===== src/rtl/pc_gen_if.sv =====
// Fetch-request handshake between the PC generator (master) and the instruction-fetch port (slave).
interface pc_gen_if #(
    parameter int XLEN = 32
);
    logic            fetch_valid;
    logic            fetch_ready;
    logic [XLEN-1:0] pc;
    logic            fetch_stale;

    modport master (
        output fetch_valid,
        output pc,
        output fetch_stale,
        input  fetch_ready
    );

    modport slave (
        input  fetch_valid,
        input  pc,
        input  fetch_stale,
        output fetch_ready
    );
endinterface


===== src/rtl/pc_gen.sv =====
// Fetch PC register with EXC > ERTN > BR redirect priority and a pending-redirect buffer.
// Optional misaligned-target check enabled by defining PC_ALIGN_CHK_EN (adds fetch_adef).
module pc_gen #(
    parameter int              XLEN       = 32,
    parameter logic [XLEN-1:0] RESET_PC   = 32'h1C00_0000,
    parameter int              INST_BYTES = 4
) (
    input  logic            clk,
    input  logic            rstn,
    input  logic            stall,
    input  logic            exc_sig,
    input  logic [XLEN-1:0] eentry,
    input  logic            ertn_sig,
    input  logic [XLEN-1:0] era,
    input  logic            br_taken,
    input  logic [XLEN-1:0] br_target,
    output logic            redirect_pending,
`ifdef PC_ALIGN_CHK_EN
    output logic            fetch_adef,
`endif
    pc_gen_if.master        fetch
);

    // Encoding order doubles as priority order for the compare below.
    typedef enum logic [1:0] {
        CLS_NONE = 2'd0,
        CLS_BR   = 2'd1,
        CLS_ERTN = 2'd2,
        CLS_EXC  = 2'd3
    } redir_cls_e;

    logic            run_q, run_d;
    logic            hold_q, hold_d;
    logic [XLEN-1:0] pc_q, pc_d;
    logic            pend_valid_q, pend_valid_d;
    redir_cls_e      pend_class_q, pend_class_d;
    logic [XLEN-1:0] pend_addr_q, pend_addr_d;
    logic            adef_q, adef_d;

    redir_cls_e      live_cls;
    logic [XLEN-1:0] live_addr;
    redir_cls_e      req_cls;
    logic [XLEN-1:0] req_addr;
    logic            req_valid;
    logic            fetch_valid;
    logic            hs;
    logic            pc_load;
    logic [XLEN-1:0] pc_inc;

    always_comb begin
        live_cls  = CLS_NONE;
        live_addr = '0;
        if (exc_sig) begin
            live_cls  = CLS_EXC;
            live_addr = eentry;
        end else if (ertn_sig) begin
            live_cls  = CLS_ERTN;
            live_addr = era;
        end else if (br_taken) begin
            live_cls  = CLS_BR;
            live_addr = br_target;
        end
    end

    // Equal class lets the newer live request replace the buffered one.
    always_comb begin
        req_cls  = pend_class_q;
        req_addr = pend_addr_q;
        if (live_cls >= pend_class_q) begin
            req_cls  = live_cls;
            req_addr = live_addr;
        end
    end

    assign req_valid = (req_cls != CLS_NONE);
    assign pc_inc    = pc_q + XLEN'(INST_BYTES);

`ifdef PC_ALIGN_CHK_EN
    assign fetch_valid = run_q & (~stall | hold_q) & ~adef_q;
    assign fetch_adef  = adef_q;
`else
    assign fetch_valid = run_q & (~stall | hold_q);
`endif

    assign hs = fetch_valid & fetch.fetch_ready;

    always_comb begin
        run_d        = 1'b1;
        hold_d       = fetch_valid & ~fetch.fetch_ready;
        pc_d         = pc_q;
        pend_valid_d = pend_valid_q;
        pend_class_d = pend_class_q;
        pend_addr_d  = pend_addr_q;
        pc_load      = 1'b0;
        if (hold_q && !hs) begin
            pend_valid_d = req_valid;
            pend_class_d = req_cls;
            pend_addr_d  = req_addr;
        end else begin
            pend_valid_d = 1'b0;
            pend_class_d = CLS_NONE;
            pend_addr_d  = '0;
            if (req_valid) begin
                pc_d    = req_addr;
                pc_load = 1'b1;
            end else if (hs && !stall) begin
                pc_d    = pc_inc;
                pc_load = 1'b1;
            end
        end
        adef_d = pc_load ? (pc_d[1:0] != 2'b00) : adef_q;
    end

    always_ff @(posedge clk or negedge rstn) begin
        if (!rstn) begin
            run_q        <= 1'b0;
            hold_q       <= 1'b0;
            pc_q         <= RESET_PC;
            pend_valid_q <= 1'b0;
            pend_class_q <= CLS_NONE;
            pend_addr_q  <= '0;
            adef_q       <= 1'b0;
        end else begin
            run_q        <= run_d;
            hold_q       <= hold_d;
            pc_q         <= pc_d;
            pend_valid_q <= pend_valid_d;
            pend_class_q <= pend_class_d;
            pend_addr_q  <= pend_addr_d;
            adef_q       <= adef_d;
        end
    end

    assign fetch.fetch_valid = fetch_valid;
    assign fetch.pc          = pc_q;
    assign fetch.fetch_stale = hold_q & hs & req_valid;
    assign redirect_pending  = pend_valid_q;

`ifndef PC_ALIGN_CHK_EN
    // Alignment tracking has no consumer in this build.
    logic unused_adef;
    assign unused_adef = adef_q;
`endif

endmodule


===== src/flat_wrapper.sv =====
// flat-port wrapper written by rule: the top's interface ports become plain ports
module pc_gen_flat 
#(
    parameter int              XLEN       = 32,
    parameter logic [XLEN-1:0] RESET_PC   = 32'h1C00_0000,
    parameter int              INST_BYTES = 4
)
  (clk, rstn, stall, exc_sig, eentry, ertn_sig, era, br_taken, br_target, redirect_pending, fetch_fetch_valid, fetch_pc, fetch_fetch_stale, fetch_fetch_ready);
  pc_gen_if #(.XLEN(XLEN)) fetch_i ();
  input  logic clk;
  input  logic rstn;
  input  logic stall;
  input  logic exc_sig;
  input  logic [XLEN-1:0] eentry;
  input  logic ertn_sig;
  input  logic [XLEN-1:0] era;
  input  logic br_taken;
  input  logic [XLEN-1:0] br_target;
  output logic redirect_pending;
  output wire logic [$bits(fetch_i.fetch_valid)-1:0] fetch_fetch_valid;
  output wire logic [$bits(fetch_i.pc)-1:0] fetch_pc;
  output wire logic [$bits(fetch_i.fetch_stale)-1:0] fetch_fetch_stale;
  input wire logic [$bits(fetch_i.fetch_ready)-1:0] fetch_fetch_ready;
  assign fetch_fetch_valid = fetch_i.fetch_valid;
  assign fetch_pc = fetch_i.pc;
  assign fetch_fetch_stale = fetch_i.fetch_stale;
  assign fetch_i.fetch_ready = fetch_fetch_ready;
  pc_gen #(.XLEN(XLEN), .RESET_PC(RESET_PC), .INST_BYTES(INST_BYTES)) u_core (.clk(clk), .rstn(rstn), .stall(stall), .exc_sig(exc_sig), .eentry(eentry), .ertn_sig(ertn_sig), .era(era), .br_taken(br_taken), .br_target(br_target), .redirect_pending(redirect_pending), .fetch(fetch_i));
endmodule

===== config.mk =====
export PLATFORM = sky130hd
export DESIGN_NAME = pc_gen_flat
export DESIGN_NICKNAME = d
export VERILOG_FILES = /design/src/rtl/pc_gen_if.sv /design/src/rtl/pc_gen.sv /design/src/flat_wrapper.sv
export SDC_FILE = /design/constraint.sdc
export NUM_CORES = 1
export LEC_CHECK = 0
export ABC_AREA = 1
export ABC_CLOCK_PERIOD_IN_PS = 3000
export BUFFER_PORTS_ARGS = -buffer_cell sky130_fd_sc_hd__buf_2
export CAP_MARGIN = 5
export CORE_MARGIN = 2
export CORE_UTILIZATION = 30
export CTS_CLUSTER_DIAMETER = 50
export DETAILED_ROUTE_END_ITERATION = 10
export SYNTH_ARGS = -nofsm -noshare
export SYNTH_HDL_FRONTEND = slang
export SYNTH_SLANG_ARGS = --single-unit
export TNS_END_PERCENT = 20

===== constraint.sdc =====
create_clock -name clk -period 3 [get_ports clk]
set_clock_uncertainty 0.05 [all_clocks]
set_input_delay 0.3 -clock clk [delete_from_list [all_inputs] [get_ports clk]]
set_output_delay 0.3 -clock clk [all_outputs]
set_load 0.03 [all_outputs]

### Word-level counts from Yosys, hierarchy flattened

Cells that the tools add are included.

* flip-flop bits (word level): 69
* logic and storage cells: 37
* input bits: 103
* output and inout bits: 35

* muxes and demuxes: 13
* magnitude comparators: 1
* add/sub/neg operators: 1
* bitwise gates (word level): 9
* reduce and logical (&&, ||, !) cells: 7

Operators with widths (count)
* 2-to-1 mux 32 bit: 7
* adder 32 x 3 -> 32 bit (second input constant): 1
* 2-to-1 mux 2 bit: 4
* AND 1 bit: 5
* nonzero test 2 bit: 2
* inverter 1 bit: 3
* greater-or-equal comparator 2 bit: 1
* logical AND 1 bit: 2
* zero test 1 bit: 2
* 2-to-1 mux 1 bit: 2
* AND reduction 2 bit: 1
* OR 1 bit: 1

### Longest topological paths before layout

Gate-level depths: netlist of the first run.

* depth after elaboration: 8
* depth in mapped cells: 15
* mapped depth without buffers: 15

### Worst setup path before layout of the first run

Ideal clock, no wire load.

* path type: input to output
* from: in ertn_sig
* to: out fetch_fetch_stale
* stages on the path: 13
* setup slack: 0.493 ns
* required time: 2.650 ns
* buffers on the path: 3
* data arrival time: 2.157 ns
* cell sequence: buf_4 clkbuf_1 nor2_1 inv_1 ha_1 nand2_2 nand3_2 nand2_1 nand2_2 nand2_4 buf_2 nand4_1 inv_1

* longest elaborated chain between the ends: 6

RTL lines
* start, declared: line flat_wrapper.sv:15 `input logic ertn_sig;`
* 2-to-1 mux 2 bit (*): line pc_gen.sv:56 `end else if (ertn_sig) begin`
* 2-to-1 mux 2 bit (*): line pc_gen.sv:53 `if (exc_sig) begin`
* greater-or-equal comparator 2 bit: line pc_gen.sv:69 `if (live_cls >= pend_class_q) begin`
* 2-to-1 mux 2 bit (*): line pc_gen.sv:69
* nonzero test 2 bit (*): line pc_gen.sv:75 `assign req_valid = (req_cls != CLS_NONE);`
* AND 1 bit (*): line pc_gen.sv:136 `assign fetch.fetch_stale = hold_q & hs & req_valid;`
* end, declared: line flat_wrapper.sv:22 `output wire logic [$bits(fetch_i.fetch_stale)-1:0] fetch_fetch_stale;`

Mark *: on every way between the ends. The rest lies on a longest branch, timed or not.

### Worst setup path after layout of the first run

* from: reg u_core.pend_class_q[1]
* to: out fetch_fetch_stale

* longest elaborated chain between the ends: 4

RTL lines
* start, declared: line pc_gen.sv:36 `redir_cls_e pend_class_q, pend_class_d;`
* start signal, assigned: line pc_gen.sv:128 `pend_class_q <= pend_class_d;`
* greater-or-equal comparator 2 bit: line pc_gen.sv:69
* 2-to-1 mux 2 bit (*): line pc_gen.sv:69
* nonzero test 2 bit (*): line pc_gen.sv:75
* AND 1 bit (*): line pc_gen.sv:136

Marked as above.

==> results of run 1 <==
[metal layers]
metal / GRT usage (%) / vias up
met5: 0 / -
met4: 4.831 / 0
met3: 4.321 / 20
met2: 30.16 / 126
met1: 22.85 / 2338
li1: - / 2655
[synthesized netlist by cell type (all sizes together)]
cell / number / area share, %
nand2: 276 / 22
nand3: 75 / 7.9
nor2: 72 / 6.6
dfrtp: 66 / 34
a21oi: 62 / 6.4
inv: 34 / 2.6
nand4: 34 / 4.4
buf: 28 / 3.3
or2: 22 / 2.8
clkbuf: 12 / 0.92
o211ai: 12 / 1.8
o21ai: 12 / 1.2
nand3b: 10 / 1.5
ha: 4 / 1.0
xor2: 4 / 0.72
dfstp: 3 / 1.6
xnor2: 3 / 0.54
and2: 2 / 0.26
and3: 2 / 0.26
clkinv: 1 / 0.077
conb: 1 / 0.077
nor3: 1 / 0.10
[kinds of logic (layout without fill, tap and decap cells)]
group | after synthesis | in the layout
compound gates | 86 | 86
flops | 69 | 69
other cells | 1 | 1
simple gates | 494 | 494
fa+ha+maj | 4 | 4
xor+xnor | 7 | 7
buf+inv | 75 | 199
[power groups by stage]
stage | clock network [W] | registers [W] | logic [W]
final | 0.00114 | 0.00119 | 0.000953
after global routing | 0.00121 | 0.00122 | 0.00107
after CTS | 0.00117 | 0.00120 | 0.000965
after detailed placement | 0 | 0.00121 | 0.000961
after global placement | 0 | 0.00121 | 0.000955
after floorplan | 0 | 0.00134 | 0.000477
[per-stage QoR]
step,hold slack (ns),setup slack (ns)
CTS,0.03825,0.3497
floorplan,-0.04559,0.4932
finish,0.02450,0.3610
detailed placement,0.4097,0.4518
global placement,0.4142,0.4692
global route,0.09244,0.1590
[layout make-up]
type | count | area [um^2] | area share (%)
Timing Repair Buffer | 148 | 793.3 | 13.10
Clock buffer | 9 | 225.2 | 3.718
Tap cell | 216 | 270.3 | 4.462
Inverter | 35 | 131.4 | 2.169
Clock inverter | 7 | 90.09 | 1.487
Sequential cell | 69 | 1730 | 28.57
Multi-Input combinational cell | 592 | 2816 | 46.50
[critical path, delay by kind of cell, from the launching register on]
family	cells	cell delay [ns]
adder cells (fa/ha/maj)	1	0.33
buffers and inverters	3	0.31
flip-flops	1	0.32
AND/OR/NAND/NOR	6	0.97
[state kept, by name, summed over array words and instances, names as in the netlist]
| name | cells |
|---|---|
| u_core.fetch.pc | 32 |
| u_core.pend_addr_q | 32 |
| u_core.pend_class_q | 2 |
| u_core.hold_q | 1 |
| u_core.redirect_pending | 1 |
| u_core.run_q | 1 |
[worst paths after layout]
kind	from	end	slack, ns
worst max-delay path	u_core.pend_class_q[1]	fetch_fetch_stale	0.36
worst min-delay path	rstn	u_core.fetch.pc[12]	0.02
worst max register to register	u_core.pend_class_q[1]	u_core.fetch.pc[25]	0.71
worst min register to register	u_core.fetch.pc[1]	u_core.fetch.pc[1]	0.45
max in group asynchronous	rstn	u_core.fetch.pc[26]	2.13
min in group clk	fetch_fetch_ready	u_core.hold_q	0.10
==> impl_metrics.ini, run 1 <==
[placement]
port_buffers = 137
place.gp.congestion = 0.8422
placed_cell_area_um2 = 5742
dp_hpwl_um = 11240
place_inst = 1060

[run]
cap_viol_max_count = 0

[finish]
layout_common_cells = nand2_1, buf_2, nand3_1, dfrtp_1, nor2_1
final_common_cell = nand2_1
drive_above_1_share_pct = 23.49
diodes = 0
finalInstanceArea_um2 = 6057
nets = 962
stdcell_count = 1076
utilization_pct = 38.13
area_growth_pct = 24.00
fillerInstances = 1748

[critical_path]
cp_cell_sequence = inv_1, ha_1, nand2_2, nand3_2, nand2_1, nand2_2, nand2_4, nand4_1, inv_1, buf_2
critPathSlowestCell = ha_1
start_kind = register
path_max_fanout = 26
crit_type = register to output pin
reg2reg_depth = 13
cp-end-kind = output pin
crit_arrival_ns = 2.29
max_stage_delay_ns = 0.33
required_ns = 2.65

[timing]
finalSetupTns_ns = 0
tightest_slew_ns = 0.8751
timing.fmax_mhz = 378.9
finalCriticalPeriod_ns = 2.639
finalCritPeriodShare_pct = 87.97
setup_viol = 0
hold_viol = 0
relSlewSlack_pct = 41.66
rsz0062_at_grt = false
slew_violations = 0

[synth]
syn_area_um2 = 4885
ys_warn_count = 0
syn_nets = 843
synth_compound_area_share_pct = 9.426
synth-simple-area-share_pct = 45.88
synth-seq-area-share_pct = 35.43
postSynthAreaPerCell_um2 = 6.637
synth.area.mux_share_pct = 0
synth_top_family_by_area = simple AND/OR/NAND/NOR gates
synthXorXnorAreaFrac_pct = 1.255
synth_adder_area_share_pct = 1.025
synthCells = 736
synth_cell_type_count = 34
ys_ff_latch = 69

[pwr]
total_power_w = 0.003291
ir_worst_vdd_mv = 0.2443
p_int_w = 0.002076
power_switching_w = 0.001215
switching_share_pct = 36.92
power_frac_comb_pct = 29.0
p_leak_nw = 3.002
p_seq_share_pct = 36.3
clockPowerShare_pct = 34.8
power.density_nw_per_um2 = 543.3

[detailed_routing]
wl_met2_um = 7306
met1Wirelength_um = 6763
top_layer = met4
firstDrtPassIters = 8
wire_per_inst_um = 14.06
drc = 0
drtIter0Drc = 235
vias = 5139
avgViaCountPerCell = 4.776
detail-route-antenna-nets = 0
dr_wl_met3_um = 761
wl_um = 15130

[run_status]
run_status = finished, final reports clean

[floorplanning]
ios = 138
coreArea_um2 = 15890
dieArea_um2 = 17320
std_cell_rows = 46
initial_utilization_pct = 30.75
die_x_um = 131.6
die_h_um = 131.6

[worst_hold_path]
hold_class = input pin to async pin

[clock_tree]
clk_latency_ns = 0.35
cts_sinks = 69
postCtsSetupBuffers = 0
cts-root-buf = clkbuf_16
cts_tree = built
cts_buffer_depth = 2
hold_buffers = 0
clk_pin_slew_ns = 0.06
cts_resized = 0
cts-buffers-inserted = 9
cts.htree.levels = 3

[grt]
grt_pass1_wl_um = 25070
antenna_found_initial = 0
grt-ovfl-total = 0
grt_max_degree = 41
grt_pass1_vias = 4919
grt_use_total_pct = 17.89
Note: power is estimated with default switching activity, not from simulation.
==> run 2: changes to the inputs <==
Settings changed: CTS_BUF_LIST from default to sky130_fd_sc_hd__clkbuf_2 sky130_fd_sc_hd__clkbuf_4 sky130_fd_sc_hd__clkbuf_8.
==> run 2 against run 1 <==
The run now ends with negative hold slack left; hold slack got worse by 0.034 ns; setup slack got worse by 0.041 ns; combinational power hardly changed; critical path depth did not move; register-to-register slack about the same; clock-buffer cell count stayed put; clock power is 25% lower; largest cell class unchanged; highest routed layer unchanged.
==> impl_metrics.ini, run 2 (synthesis gave the netlist of run 1 again) <==
[run_status]
run_status = complete, but fails checks
violations = negative hold slack

[critical_path]
critPathSlowestCell = dfrtp_1
cp-end-kind = output pin
crit_type = register to output pin
start_kind = register
path_max_fanout = 26
cp_cell_sequence = inv_1, ha_1, nand2_2, nand3_2, nand2_1, nand2_2, nand2_4, nand4_1, inv_1, buf_2
required_ns = 2.65
crit_arrival_ns = 2.33
max_stage_delay_ns = 0.33

[clock_tree]
clk_pin_slew_ns = 0.08
cts_sinks = 69
clk_latency_ns = 0.37
cts.htree.levels = 3
cts_resized = 0
postCtsSetupBuffers = 0
cts_buffer_depth = 2
hold_buffers = 0
cts-root-buf = clkbuf_8
cts_tree = built
cts-buffers-inserted = 9

[finish]
nets = 962
area_growth_pct = 21.93
utilization_pct = 37.49
stdcell_count = 1076
finalInstanceArea_um2 = 5956
drive_above_1_share_pct = 23.49
diodes = 0
layout_common_cells = nand2_1, buf_2, nand3_1, dfrtp_1, nor2_1
final_common_cell = nand2_1

[pwr]
power.density_nw_per_um2 = 503.1
ir_worst_vdd_mv = 0.1868
p_leak_nw = 2.956
p_int_w = 0.001815
clockPowerShare_pct = 28.5
p_seq_share_pct = 39.7
total_power_w = 0.002996
switching_share_pct = 39.44
power_switching_w = 0.001182
power_frac_comb_pct = 31.8

[run]
cap_viol_max_count = 0

[timing]
rsz0062_at_grt = false
slew_violations = 0
hold_viol = 14
finalCritPeriodShare_pct = 89.32
whs_ns = -0.009202
tightest_slew_ns = 0.8556
timing.fmax_mhz = 373.2
relSlewSlack_pct = 42.96
setup_viol = 0
finalCriticalPeriod_ns = 2.680
finalSetupTns_ns = 0

[detailed_routing]
detail-route-antenna-nets = 0
wl_um = 15090
vias = 5129
firstDrtPassIters = 5
wire_per_inst_um = 14.03
drc = 0
drtIter0Drc = 320
avgViaCountPerCell = 4.767

[placement]
place.gp.congestion = 0.8422
port_buffers = 137
place_inst = 1060
placed_cell_area_um2 = 5742
dp_hpwl_um = 11240

[grt]
grt_pass1_vias = 4927
grt_use_total_pct = 17.82
grt_max_degree = 41
grt-ovfl-total = 0
grt_pass1_wl_um = 25060
antenna_found_initial = 0

[floorplanning]
die_h_um = 131.6
ios = 138
std_cell_rows = 46
coreArea_um2 = 15890
initial_utilization_pct = 30.75
die_x_um = 131.6
dieArea_um2 = 17320

[worst_hold_path]
hold_class = input pin to async pin
-- run 2: cell counts in the layout (fill, tap and decap cells not counted) --
Identical to the previous run, type by type.
-- run 2: area by class of cell --
class | instances | area, um^2
sequential | 69 | 1730
fill | 1761 | 9930
clock buffer | 9 | 123.9
clock inverter | 7 | 90.09
tap | 216 | 270.3
inverter | 35 | 131.4
multi-input combinational | 592 | 2816
timing repair buffer | 148 | 793.3
-- run 2: worst paths after layout --
| kind | startpoint | end | slack, ns | cells past startpoint |
|---|---|---|---|---|
| max | u_core.pend_class_q[1] | fetch_fetch_stale | 0.32 | 10 |
| min | rstn | u_core.fetch.pc[8] | -0.009 | 1 |
| max reg2reg | u_core.pend_class_q[1] | u_core.fetch.pc[25] | 0.70 | 13 |
| min reg2reg | u_core.fetch.pc[1] | u_core.fetch.pc[1] | 0.45 | 2 |
| max in group asynchronous | rstn | u_core.fetch.pc[26] | 2.16 | 2 |
| min in group clk | fetch_fetch_ready | u_core.hold_q | 0.08 | 2 |
-- run 2: worst max-delay path: cells and delay by family (launching register included) --
family	cells	cell delay (ns)
flip-flops	1	0.33
buffers and inverters	3	0.31
AND/OR/NAND/NOR	6	0.98
adder cells (fa/ha/maj)	1	0.33
-- run 2: per-stage QoR --
step	setup WS (ns)	hold slack [ns]
floorplan	0.4932	-0.04559
global placement	0.4692	0.4142
detailed placement	0.4518	0.4097
CTS	0.3133	0.007184
global route	0.1169	0.05334
finish	0.3205	-0.009202
-- run 2: routing by layer --
metal / global-route usage, % / part of all wire, %
met1: 22.78 / 45
met2: 29.96 / 48
met3: 4.360 / 4.9
met4: 4.891 / 2.0
met5: 0 / 0
-- run 2: power by group through the flow --
stage | logic, W | registers [W] | clock network [W]
6_report | 0.000952 | 0.00119 | 0.000854
4_1_cts | 0.000965 | 0.00119 | 0.000873
3_5_place_dp | 0.000961 | 0.00121 | 0
3_3_place_gp | 0.000955 | 0.00121 | 0
2_1_floorplan | 0.000477 | 0.00134 | 0
5_1_grt | 0.00107 | 0.00121 | 0.000915
